`src/rtl/fft_pipo_drain_pkg.sv`:
```
// -----------------------------------------------------------------------------
// fft_pipo_drain_pkg
// Shared types and constants for the PIPO read-side drain controller:
//   - state_e      : controller FSM states (IDLE, RUN, RELEASE)
//   - OUTBUF_DEPTH : number of entries in the output skid buffer
//   - OUTBUF_CNT_W : width of the output buffer occupancy counter
//   - clog2()      : ceiling log2 for elaboration-time sizing
// -----------------------------------------------------------------------------
package fft_pipo_drain_pkg;

    typedef enum logic [1:0] {
        IDLE    = 2'd0,
        RUN     = 2'd1,
        RELEASE = 2'd2
    } state_e;

    localparam int OUTBUF_DEPTH = 32'sd2;

    // Ceiling log2; clog2(1) == 0.
    function automatic int clog2(input int value);
        int result;
        int v;
        result = 32'sd0;
        v      = value - 32'sd1;
        while (v > 32'sd0) begin
            result = result + 32'sd1;
            v      = v >>> 32'sd1;
        end
        return result;
    endfunction

    // Occupancy must represent 0..OUTBUF_DEPTH.
    localparam int OUTBUF_CNT_W = clog2(OUTBUF_DEPTH + 32'sd1);

endpackage

```
`src/rtl/fft_pipo_drain_outbuf.sv`:
```
// -----------------------------------------------------------------------------
// fft_pipo_drain_outbuf
// Two-entry FIFO of {last, data} feeding the output stream. Entry 0 is always
// the head, so the head outputs come straight from registers and stay stable
// while the consumer stalls.
// Ports:
//   clk_i, rst_ni           : clock, synchronous active-low reset
//   push_i, push_data_i,
//   push_last_i             : write one word (ignored when full)
//   pop_i                   : remove head word (ignored when empty)
//   count_o                 : current occupancy (0..2)
//   valid_o                 : head entry present
//   head_data_o, head_last_o: head entry contents
// -----------------------------------------------------------------------------
module fft_pipo_drain_outbuf
    import fft_pipo_drain_pkg::*;
#(
    parameter int DataWidth = 32
) (
    input  logic                    clk_i,
    input  logic                    rst_ni,
    input  logic                    push_i,
    input  logic [DataWidth-1:0]    push_data_i,
    input  logic                    push_last_i,
    input  logic                    pop_i,
    output logic [OUTBUF_CNT_W-1:0] count_o,
    output logic                    valid_o,
    output logic [DataWidth-1:0]    head_data_o,
    output logic                    head_last_o
);

    localparam logic [OUTBUF_CNT_W-1:0] CNT_FULL  = OUTBUF_CNT_W'(OUTBUF_DEPTH);
    localparam logic [OUTBUF_CNT_W-1:0] CNT_ONE   = OUTBUF_CNT_W'(1);
    localparam logic [OUTBUF_CNT_W-1:0] CNT_EMPTY = {OUTBUF_CNT_W{1'b0}};

    logic [DataWidth-1:0]    data0_q, data1_q;
    logic                    last0_q, last1_q;
    logic [OUTBUF_CNT_W-1:0] count_q;
    logic                    push_s;
    logic                    pop_s;

    // Guard push/pop so overflow or underflow can never corrupt the entries.
    always_comb begin
        push_s = push_i & (count_q != CNT_FULL);
        pop_s  = pop_i  & (count_q != CNT_EMPTY);
    end

    // Entry storage and occupancy; entry 1 shifts into entry 0 on pop.
    always_ff @(posedge clk_i) begin
        if (!rst_ni) begin
            data0_q <= {DataWidth{1'b0}};
            data1_q <= {DataWidth{1'b0}};
            last0_q <= 1'b0;
            last1_q <= 1'b0;
            count_q <= CNT_EMPTY;
        end else begin
            case ({push_s, pop_s})
                2'b10: begin
                    if (count_q == CNT_EMPTY) begin
                        data0_q <= push_data_i;
                        last0_q <= push_last_i;
                    end else begin
                        data1_q <= push_data_i;
                        last1_q <= push_last_i;
                    end
                    count_q <= count_q + CNT_ONE;
                end
                2'b01: begin
                    data0_q <= data1_q;
                    last0_q <= last1_q;
                    count_q <= count_q - CNT_ONE;
                end
                // Push is blocked when full and pop when empty, so a
                // simultaneous push/pop here always sees exactly one entry.
                2'b11: begin
                    data0_q <= push_data_i;
                    last0_q <= push_last_i;
                end
                default: begin
                    count_q <= count_q;
                end
            endcase
        end
    end

    assign count_o     = count_q;
    assign valid_o     = (count_q != CNT_EMPTY);
    assign head_data_o = data0_q;
    assign head_last_o = last0_q;

endmodule

```
`src/rtl/fft_pipo_drain.sv`:
```
// -----------------------------------------------------------------------------
// fft_pipo_drain
// Read-side controller for the FFT ping-pong channel. Waits for a full buffer,
// reads words 0..AddressRange-1 through the one-cycle-latency read port,
// streams them out (valid/ready with a last marker) and then releases the
// buffer with a single t_ce/t_read pulse.
// Ports:
//   clk, reset (sync, active-low)
//   t_empty_n                 : channel holds at least one full buffer
//   t_ce, t_read              : one-cycle buffer release pulse
//   t_ce0, t_address0, t_q0   : memory read port (data one cycle after t_ce0)
//   t_we0, t_d0               : write side, tied off
//   m_data, m_valid, m_last,
//   m_ready                   : output stream
//   busy                      : FSM active or output words pending
//   frame_count               : frames released, wraps
// -----------------------------------------------------------------------------
module fft_pipo_drain
    import fft_pipo_drain_pkg::*;
#(
    parameter int DataWidth    = 32,
    parameter int AddressRange = 32,
    parameter int AddressWidth = 10,
    parameter int CountWidth   = 16
) (
    input  logic                    clk,
    input  logic                    reset,
    input  logic                    t_empty_n,
    output logic                    t_ce,
    output logic                    t_read,
    output logic                    t_ce0,
    output logic                    t_we0,
    output logic [AddressWidth-1:0] t_address0,
    output logic [DataWidth-1:0]    t_d0,
    input  logic [DataWidth-1:0]    t_q0,
    output logic [DataWidth-1:0]    m_data,
    output logic                    m_valid,
    output logic                    m_last,
    input  logic                    m_ready,
    output logic                    busy,
    output logic [CountWidth-1:0]   frame_count
);

    // One extra address bit so "all words issued" is representable.
    localparam int RA_W = AddressWidth + 32'sd1;
    localparam logic [RA_W-1:0] ADDR_END  = RA_W'(AddressRange);
    localparam logic [RA_W-1:0] ADDR_LAST = RA_W'(AddressRange - 32'sd1);
    localparam int CRED_W = OUTBUF_CNT_W + 32'sd1;

    state_e                  state_q;
    logic [RA_W-1:0]         rd_addr_q;
    logic                    inflight_q;
    logic                    inflight_last_q;
    logic [CountWidth-1:0]   frame_count_q;

    logic [OUTBUF_CNT_W-1:0] buf_count_s;
    logic                    buf_valid_s;
    logic [DataWidth-1:0]    head_data_s;
    logic                    head_last_s;
    logic                    pop_s;
    logic [CRED_W-1:0]       credit_s;
    logic                    issue_s;
    logic                    last_issue_s;

    // Read issue: the word being read now plus everything already held or in
    // flight must still fit in the output buffer after this cycle's pop.
    always_comb begin
        pop_s    = buf_valid_s & m_ready;
        credit_s = CRED_W'(buf_count_s) + CRED_W'(inflight_q) - CRED_W'(pop_s);
        if ((state_q == RUN) && (rd_addr_q < ADDR_END) && (credit_s <= CRED_W'(1))) begin
            issue_s = 1'b1;
        end else begin
            issue_s = 1'b0;
        end
        last_issue_s = issue_s & (rd_addr_q == ADDR_LAST);
    end

    // Controller FSM, read address counter, in-flight tag and frame counter.
    always_ff @(posedge clk) begin
        if (!reset) begin
            state_q         <= IDLE;
            rd_addr_q       <= {RA_W{1'b0}};
            inflight_q      <= 1'b0;
            inflight_last_q <= 1'b0;
            frame_count_q   <= {CountWidth{1'b0}};
        end else begin
            inflight_q      <= issue_s;
            inflight_last_q <= last_issue_s;
            if (issue_s) begin
                rd_addr_q <= rd_addr_q + RA_W'(1);
            end
            case (state_q)
                IDLE: begin
                    if (t_empty_n) begin
                        state_q   <= RUN;
                        rd_addr_q <= {RA_W{1'b0}};
                    end
                end
                RUN: begin
                    if (last_issue_s) begin
                        state_q <= RELEASE;
                    end
                end
                // t_empty_n is deliberately ignored here: the channel is
                // updating it at the same edge as the release pulse.
                RELEASE: begin
                    frame_count_q <= frame_count_q + CountWidth'(1);
                    state_q       <= IDLE;
                end
                default: begin
                    state_q <= IDLE;
                end
            endcase
        end
    end

    // Read data arrives one cycle after issue and is captured at that edge.
    fft_pipo_drain_outbuf #(
        .DataWidth (DataWidth)
    ) u_outbuf (
        .clk_i       (clk),
        .rst_ni      (reset),
        .push_i      (inflight_q),
        .push_data_i (t_q0),
        .push_last_i (inflight_last_q),
        .pop_i       (pop_s),
        .count_o     (buf_count_s),
        .valid_o     (buf_valid_s),
        .head_data_o (head_data_s),
        .head_last_o (head_last_s)
    );

    assign t_ce0       = issue_s;
    assign t_address0  = rd_addr_q[AddressWidth-1:0];
    assign t_we0       = 1'b0;
    assign t_d0        = {DataWidth{1'b0}};
    assign t_ce        = (state_q == RELEASE);
    assign t_read      = (state_q == RELEASE);
    assign m_data      = head_data_s;
    assign m_valid     = buf_valid_s;
    assign m_last      = head_last_s;
    assign busy        = (state_q != IDLE) | buf_valid_s;
    assign frame_count = frame_count_q;

endmodule

```
`config.mk`:
```
export PLATFORM = sky130hd
export DESIGN_NAME = fft_pipo_drain
export DESIGN_NICKNAME = d
export VERILOG_FILES = /design/src/rtl/fft_pipo_drain_pkg.sv /design/src/rtl/fft_pipo_drain_outbuf.sv /design/src/rtl/fft_pipo_drain.sv
export SDC_FILE = /design/constraint.sdc
export NUM_CORES = 1
export LEC_CHECK = 0
export CORE_ASPECT_RATIO = 0.6
export CORE_MARGIN = 1.5
export CORE_UTILIZATION = 45
export DETAILED_ROUTE_END_ITERATION = 16
export DONT_BUFFER_PORTS = 1
export HOLD_SLACK_MARGIN = 0.03
export PLACE_DENSITY = 0.7
export SYNTH_ARGS = -nofsm -noshare
export SYNTH_HDL_FRONTEND = slang
export SYNTH_SLANG_ARGS = --single-unit
```
`constraint.sdc`:
```
create_clock -name clk -period 2.6 [get_ports clk]
set_clock_uncertainty 0.15 [all_clocks]
set_input_delay 0.52 -clock clk [delete_from_list [all_inputs] [get_ports clk]]
set_output_delay 0.52 -clock clk [all_outputs]
set_load 0.005 [all_outputs]
```
* Word level (Yosys, flattened, before mapping)
Index checks and enable logic that the tools add are counted.
** Storage, ports and cells
- Logic and storage cells :: 57
- Bits of input ports :: 36
- Register bits :: 99
** Cells by class
- Reduce and logical (&&, ||, !) cells :: 11
- Bitwise gates (word level) :: 6
- $add $sub $neg :: 6
- Equality and inequality tests :: 10
- Order comparisons :: 2
- Muxes and demuxes :: 12
** Operator list (number)
- 32-bit case mux with 3 select lines :: 1
- 11-bit 2-to-1 mux :: 3
- 32-bit 2-to-1 mux :: 1
- 16-bit by 1-bit adder with 16-bit output (second input constant) :: 1
- 11-bit by 1-bit adder with 11-bit output (second input constant) :: 1
- 11-bit by 5-bit == test with 1-bit output (second input constant) :: 1
- 11-bit by 6-bit < comparator with 1-bit output (second input constant) :: 1
- 2-bit case mux with 2 select lines :: 2
- 2-bit == test (second input constant) :: 3
- 2-bit inequality test (second input constant) :: 3
- 2-bit AND reduction :: 3
- 2-bit nonzero test :: 3
- 1-bit bitwise AND :: 4
- 2-bit by 1-bit == test with 1-bit output (second input constant) :: 2
- 2-bit zero test :: 2
- 2-bit 2-to-1 mux :: 2
- 2-bit by 1-bit adder with 3-bit output :: 1
- 3-bit by 1-bit <= comparator with 1-bit output (second input constant) :: 1
- 1-bit case mux with 3 select lines :: 1
- 3-bit nonzero test :: 1
- 3-bit by 1-bit subtractor with 3-bit output :: 1
- 2-bit by 1-bit adder with 2-bit output (second input constant) :: 1
- 1-bit logical AND :: 2
- 1-bit 2-to-1 mux :: 2
- other kinds (4) :: 4

* Depth between registers and ports, before layout
- Depth in word-level cells :: 9
- Depth in mapped cells :: 15
- Gate-level depth less buffers :: 14

* Hierarchy
A second synthesis with hierarchy kept.
** Second synthesis, totals
- Cell total of the unflattened synthesis :: 508
- Area, all modules :: 4740.8 um^2
** By module, submodules not included
- fft_pipo_drain_outbuf :: area each 3022.9 um^2, cells each 312, instances 1, seq. area each 1361.3 um^2
- fft_pipo_drain :: area each 1717.9 um^2, cells each 196, instances 1, seq. area each 620.6 um^2

* Worst setup path after synthesis
No wires, ideal clock.
- Kind :: register -> output
- Start :: reg u_outbuf.count_q[1] (netlist: u_outbuf.count_o[1])
- End :: out t_ce0
- Setup slack :: -0.200 ns
- Stages on the path, launching flop included :: 14
- Buffers on the path :: 1
- Arrival :: 2.130 ns
- Cells stage by stage :: dfxtp_1 nor2_4 inv_2 nand2_2 inv_2 ha_1 inv_1 ha_1 inv_1 fa_1 nor2b_1 nand4_1 buf_2 inv_1
** Between the ends
- Word-level cells in the longest chain between the ends :: 6
- Elaborated cells between the ends (all ways) :: 7
- Those cells by class :: add/sub: 2; order compare: 1; mux: 1; bitwise: 1; reduce/logical: 2
** Ends and longest elaborated chain
- start: declaration :: line fft_pipo_drain_outbuf.sv:38 : logic [OUTBUF_CNT_W-1:0] count_q;
- start signal: assignment :: line fft_pipo_drain_outbuf.sv:66 : count_q <= count_q + CNT_ONE;
- start signal: assignment :: line fft_pipo_drain_outbuf.sv:71 : count_q <= count_q - CNT_ONE;
- start signal: assignment :: line fft_pipo_drain_outbuf.sv:80 : count_q <= count_q;
- 2-bit nonzero test :: line fft_pipo_drain_outbuf.sv:87 : assign valid_o = (count_q != CNT_EMPTY);
- net m_valid :: line fft_pipo_drain.sv:37 : output logic m_valid,
- 1-bit bitwise AND :: line fft_pipo_drain.sv:68 : pop_s = buf_valid_s & m_ready;
- 3-bit by 1-bit subtractor with 3-bit output :: line fft_pipo_drain.sv:69 : credit_s = CRED_W'(buf_count_s) + CRED_W'(inflight_q) - CRED_W'(pop_s);
- 3-bit by 1-bit <= comparator with 1-bit output :: line fft_pipo_drain.sv:70 : if ((state_q == RUN) && (rd_addr_q < ADDR_END) && (credit_s <= CRED_W'(1))) begin
- 1-bit logical AND :: line fft_pipo_drain.sv:70
- 1-bit 2-to-1 mux :: line fft_pipo_drain.sv:70
- end: declaration :: line fft_pipo_drain.sv:31 : output logic t_ce0,
The timed path passes the listed nets, and every way through them passes these cells.

* Worst setup path in the final report
- Start :: reg u_outbuf.count_q[1] (netlist: u_outbuf.count_o[1])
- End :: out t_ce0
** Between the ends
- Word-level cells in the longest chain between the ends :: 6
- Elaborated cells between the ends (all ways) :: 7
- Those cells by class :: add/sub: 2; order compare: 1; mux: 1; bitwise: 1; reduce/logical: 2
** Ends and longest elaborated chain (line)
- branches (longest 2 deep; another with 2-bit by 1-bit adder with 3-bit output)
- 3-bit by 1-bit subtractor with 3-bit output * :: fft_pipo_drain.sv:69
- 3-bit by 1-bit <= comparator with 1-bit output * :: fft_pipo_drain.sv:70
- 1-bit logical AND * :: fft_pipo_drain.sv:70
- 1-bit 2-to-1 mux * :: fft_pipo_drain.sv:70
Mark *: on every way between the ends.

==> reports/results.tsv <==
stage	metric	value	unit
run_status	outcome	complete, but fails checks	
run_status	violations	setup timing	
power_and_ir_drop	power	4.545	mW
floorplan	die_h	80.19	um
global_routing	grt_max_degree	67	
synth	syn_area	4468	um^2
place	gp_congestion	0.8006	
hold_path	holdPathStages	2	
detailed_routing	drt-pass1-iter-count	4	
final_layout	nNetsFinal	534	
clock_tree	clock_latency	340	ps
timing	relSlewSlack	54.35	%
clock_tree	htreeDepth	3	
floorplan	core-area	9392	um^2
detailed_routing	wl_per_cell	14.57	um
timing	setup_ws	-333.0	ps
synth	yosysWarnings	0	
place	dpl_worst_slack	-41.88	ps
final_layout	final_layout_size_suffix_gt1_share	14.31	%
hold_path	min_to	u_outbuf.data1_q[9]	
timing	fin_tns_setup	-970.4	ps
synth	synthCells	503	
clock_tree	hold_buffers	0	
timing	slew_viol_final	0	
clock_tree	clockRootBuffer	clkbuf_16	
timing	fin_crit_sh	112.8	%
place	dp_cells	607	
critical_path	worst-r2r-cell-count	16	
floorplan	die_w	131.6	um
place	place_area	4418	um^2
final_layout	stdcell_area	4817	um^2
timing	setup_viol	6	
timing	period_needed	2933	ps
synth	post_synth_num_cell_types	39	
detailed_routing	drt_iter0_markers	146	
critical_path	crit_fanout	2	
critical_path	cp-end-kind	output port	
global_routing	antenna_found_initial	0	
critical_path	worstPathArrival	2260	ps
global_routing	track_usage	17.60	%
detailed_routing	drc	0	
floorplan	initial_core_util	47.58	%
synth	ys_seq_area_share	44.36	%
detailed_routing	drtAntennaViolNets	0	
final_layout	finish.utilization	51.29	%
timing	fmax	340.9	MHz
synth	ys_ff_latch	99	
clock_tree	numCtsBuffers	9	
hold_path	hold_start	t_q0[9]	
critical_path	cp-start-kind	flip-flop	
detailed_routing	viasPerCell	5.085	
timing	whs	157.4	ps
place	io_buffers	0	
clock_tree	cts_sinks	99	
critical_path	reg2reg_slack	-180	ps
final_layout	antenna_cells	0	
global_routing	overflow	0	
floorplan	fp-row-count	27	
place	hpwl	6.460	mm
final_layout	final_cell_mix	dfxtp_1, nand2_1, nor2_1, a21oi_1, mux2i_1	
final_layout	fillers	885	
detailed_routing	wl	9.123	mm
final_layout	syn2layout_area_growth	7.813	%
final_layout	mostFrequentLayoutCell	dfxtp_1	
flow_run	drv_cap	0	
hold_path	hold_class	input port to flip-flop	
clock_tree	clkSlewWorstSetupHoldPaths	70	ps
timing	rsz0062_at_grt	true	
global_routing	grt_pass1_wl	14.79	mm
critical_path	crit_type	flip-flop to output port	
detailed_routing	via_count	3183	
power_and_ir_drop	ir_drop	477.3	uV
power_and_ir_drop	p_per_area	943.5	nW/um^2
global_routing	grt_pass1_vias	2954	
synth	async_flop_share	0	%
timing	worstMarginPinSlew	684.7	ps
floorplan	fp.dieArea	10560	um^2
timing	hold_viol	0	
clock_tree	cts_tree	built	
critical_path	cp.required	1930	ps
synth	ys.flop_type	dfxtp_1	
clock_tree	max-clock-path-buffers	2	
synth	synth_edf_count	0	
final_layout	stdcell_count	626	
power_and_ir_drop	p_leak	1.692	nW
critical_path	rr_startpoint	u_outbuf.count_o[1]	
floorplan	ios	133	
critical_path	r2r-end	rd_addr_q[3]	
synth	synth.avg_cell_area	8.883	um^2
-- worst max-delay path: stages, from the launching register on --
cell and delay [ps]:
dfxtp_2 330, nor2_4 110, inv_2 40, nand2_2 60, inv_2 50, ha_4 200, inv_2 60, ha_4 120
inv_2 30, fa_1 470, nor2b_4 120, nand4_1 110, buf_6 160, inv_4 50
-- cells in the mapped netlist, types with 2 or more instances --
| cell type | number | area (um^2) |
|---|---|---|
| nand2_1 | 72 | 270.3 |
| buf_1 | 2 | 7.510 |
| a211oi_2 | 9 | 112.6 |
| and2_1 | 8 | 50.05 |
| a211oi_1 | 24 | 180.2 |
| or3_1 | 7 | 43.79 |
| nand2b_1 | 2 | 12.51 |
| nor4_1 | 3 | 18.77 |
| o21ai_0 | 6 | 30.03 |
| mux2i_1 | 36 | 360.4 |
| buf_4 | 44 | 330.3 |
| dfxtp_1 | 99 | 1982 |
| buf_6 | 5 | 56.30 |
| xnor2_1 | 7 | 61.31 |
| buf_2 | 11 | 55.05 |
| xor2_1 | 10 | 87.58 |
| nand3_1 | 9 | 45.04 |
| clkbuf_1 | 12 | 45.04 |
| ha_1 | 6 | 75.07 |
| nor3b_1 | 2 | 15.01 |
| inv_1 | 9 | 33.78 |
| nor2b_1 | 3 | 18.77 |
| a21oi_1 | 39 | 195.2 |
| inv_2 | 2 | 7.510 |
| nor2_1 | 56 | 210.2 |
| nand4_1 | 7 | 43.79 |
-- registers in the layout, summed over array words and instances, names as in the netlist --
name                  flops
state_q                   2
u_outbuf.head_data_o     32
inflight_q                1
u_outbuf.data1_q         32
rd_addr_q                11
inflight_last_q           1
u_outbuf.count_o          2
u_outbuf.last1_q          1
u_outbuf.head_last_o      1
frame_count              16
-- repair_timing --
action,CTS,global route
endpoints found under the setup margin,1,14
resized for setup,3,15
gates cloned,0,0
buffers inserted,1,2
pin swaps,5,7
-- routing by layer --
layer | vias up | share of wire [%] | track usage, %
met5 | - | 0 | 0
met4 | 0 | 0.77 | 4.556
met3 | 10 | 8.6 | 7.765
met2 | 89 | 44 | 27.42
met1 | 1492 | 46 | 22.32
li1 | 1592 | - | -
-- kinds of logic (layout without fill, tap and decap cells) --
family	count (synthesis)	in the layout	share of synthesized area, %
AO/OA/AOI/OAI	81	81	12.21
XOR/XNOR	17	17	3.332
adder cells (fa/ha/maj)	7	7	2.128
buffers and inverters	85	46	11.99
flip-flops	99	99	44.36
multiplexers	36	36	8.065
other	1	33	0.08393
AND/OR/NAND/NOR	177	177	17.84
-- area by class of cell --
cell class	count	area (um^2)	area share, %
multi-input cells	351	2155	44.73
flip-flops and latches	99	1987	41.25
inverters	11	43.79	0.9091
clock buffers	10	239.0	4.961
repair buffers	19	157.7	3.273
clock inverters	6	72.57	1.506
well taps	130	162.7	3.377
-- where the power goes --
group / internal [mW] / total (mW) / switching, mW / leakage (nW)
clock: 0.784 / 1.37 / 0.587 / 0.155
combinational: 0.519 / 1.20 / 0.682 / 0.732
sequential: 1.77 / 1.97 / 0.201 / 0.805
total: 3.07 / 4.54 / 1.47 / 1.69
-- how the worst max path moves through the flow --
stage                              from    end  cells after the start
floorplan           u_outbuf.count_o[0]  t_ce0                     13
global placement                m_ready  t_ce0                     11
detailed placement              m_ready  t_ce0                     11
CTS                 u_outbuf.count_o[1]  t_ce0                     13
global route        u_outbuf.count_o[1]  t_ce0                     13
finish              u_outbuf.count_o[1]  t_ce0                     13
(Power assumes the default switching activity.)
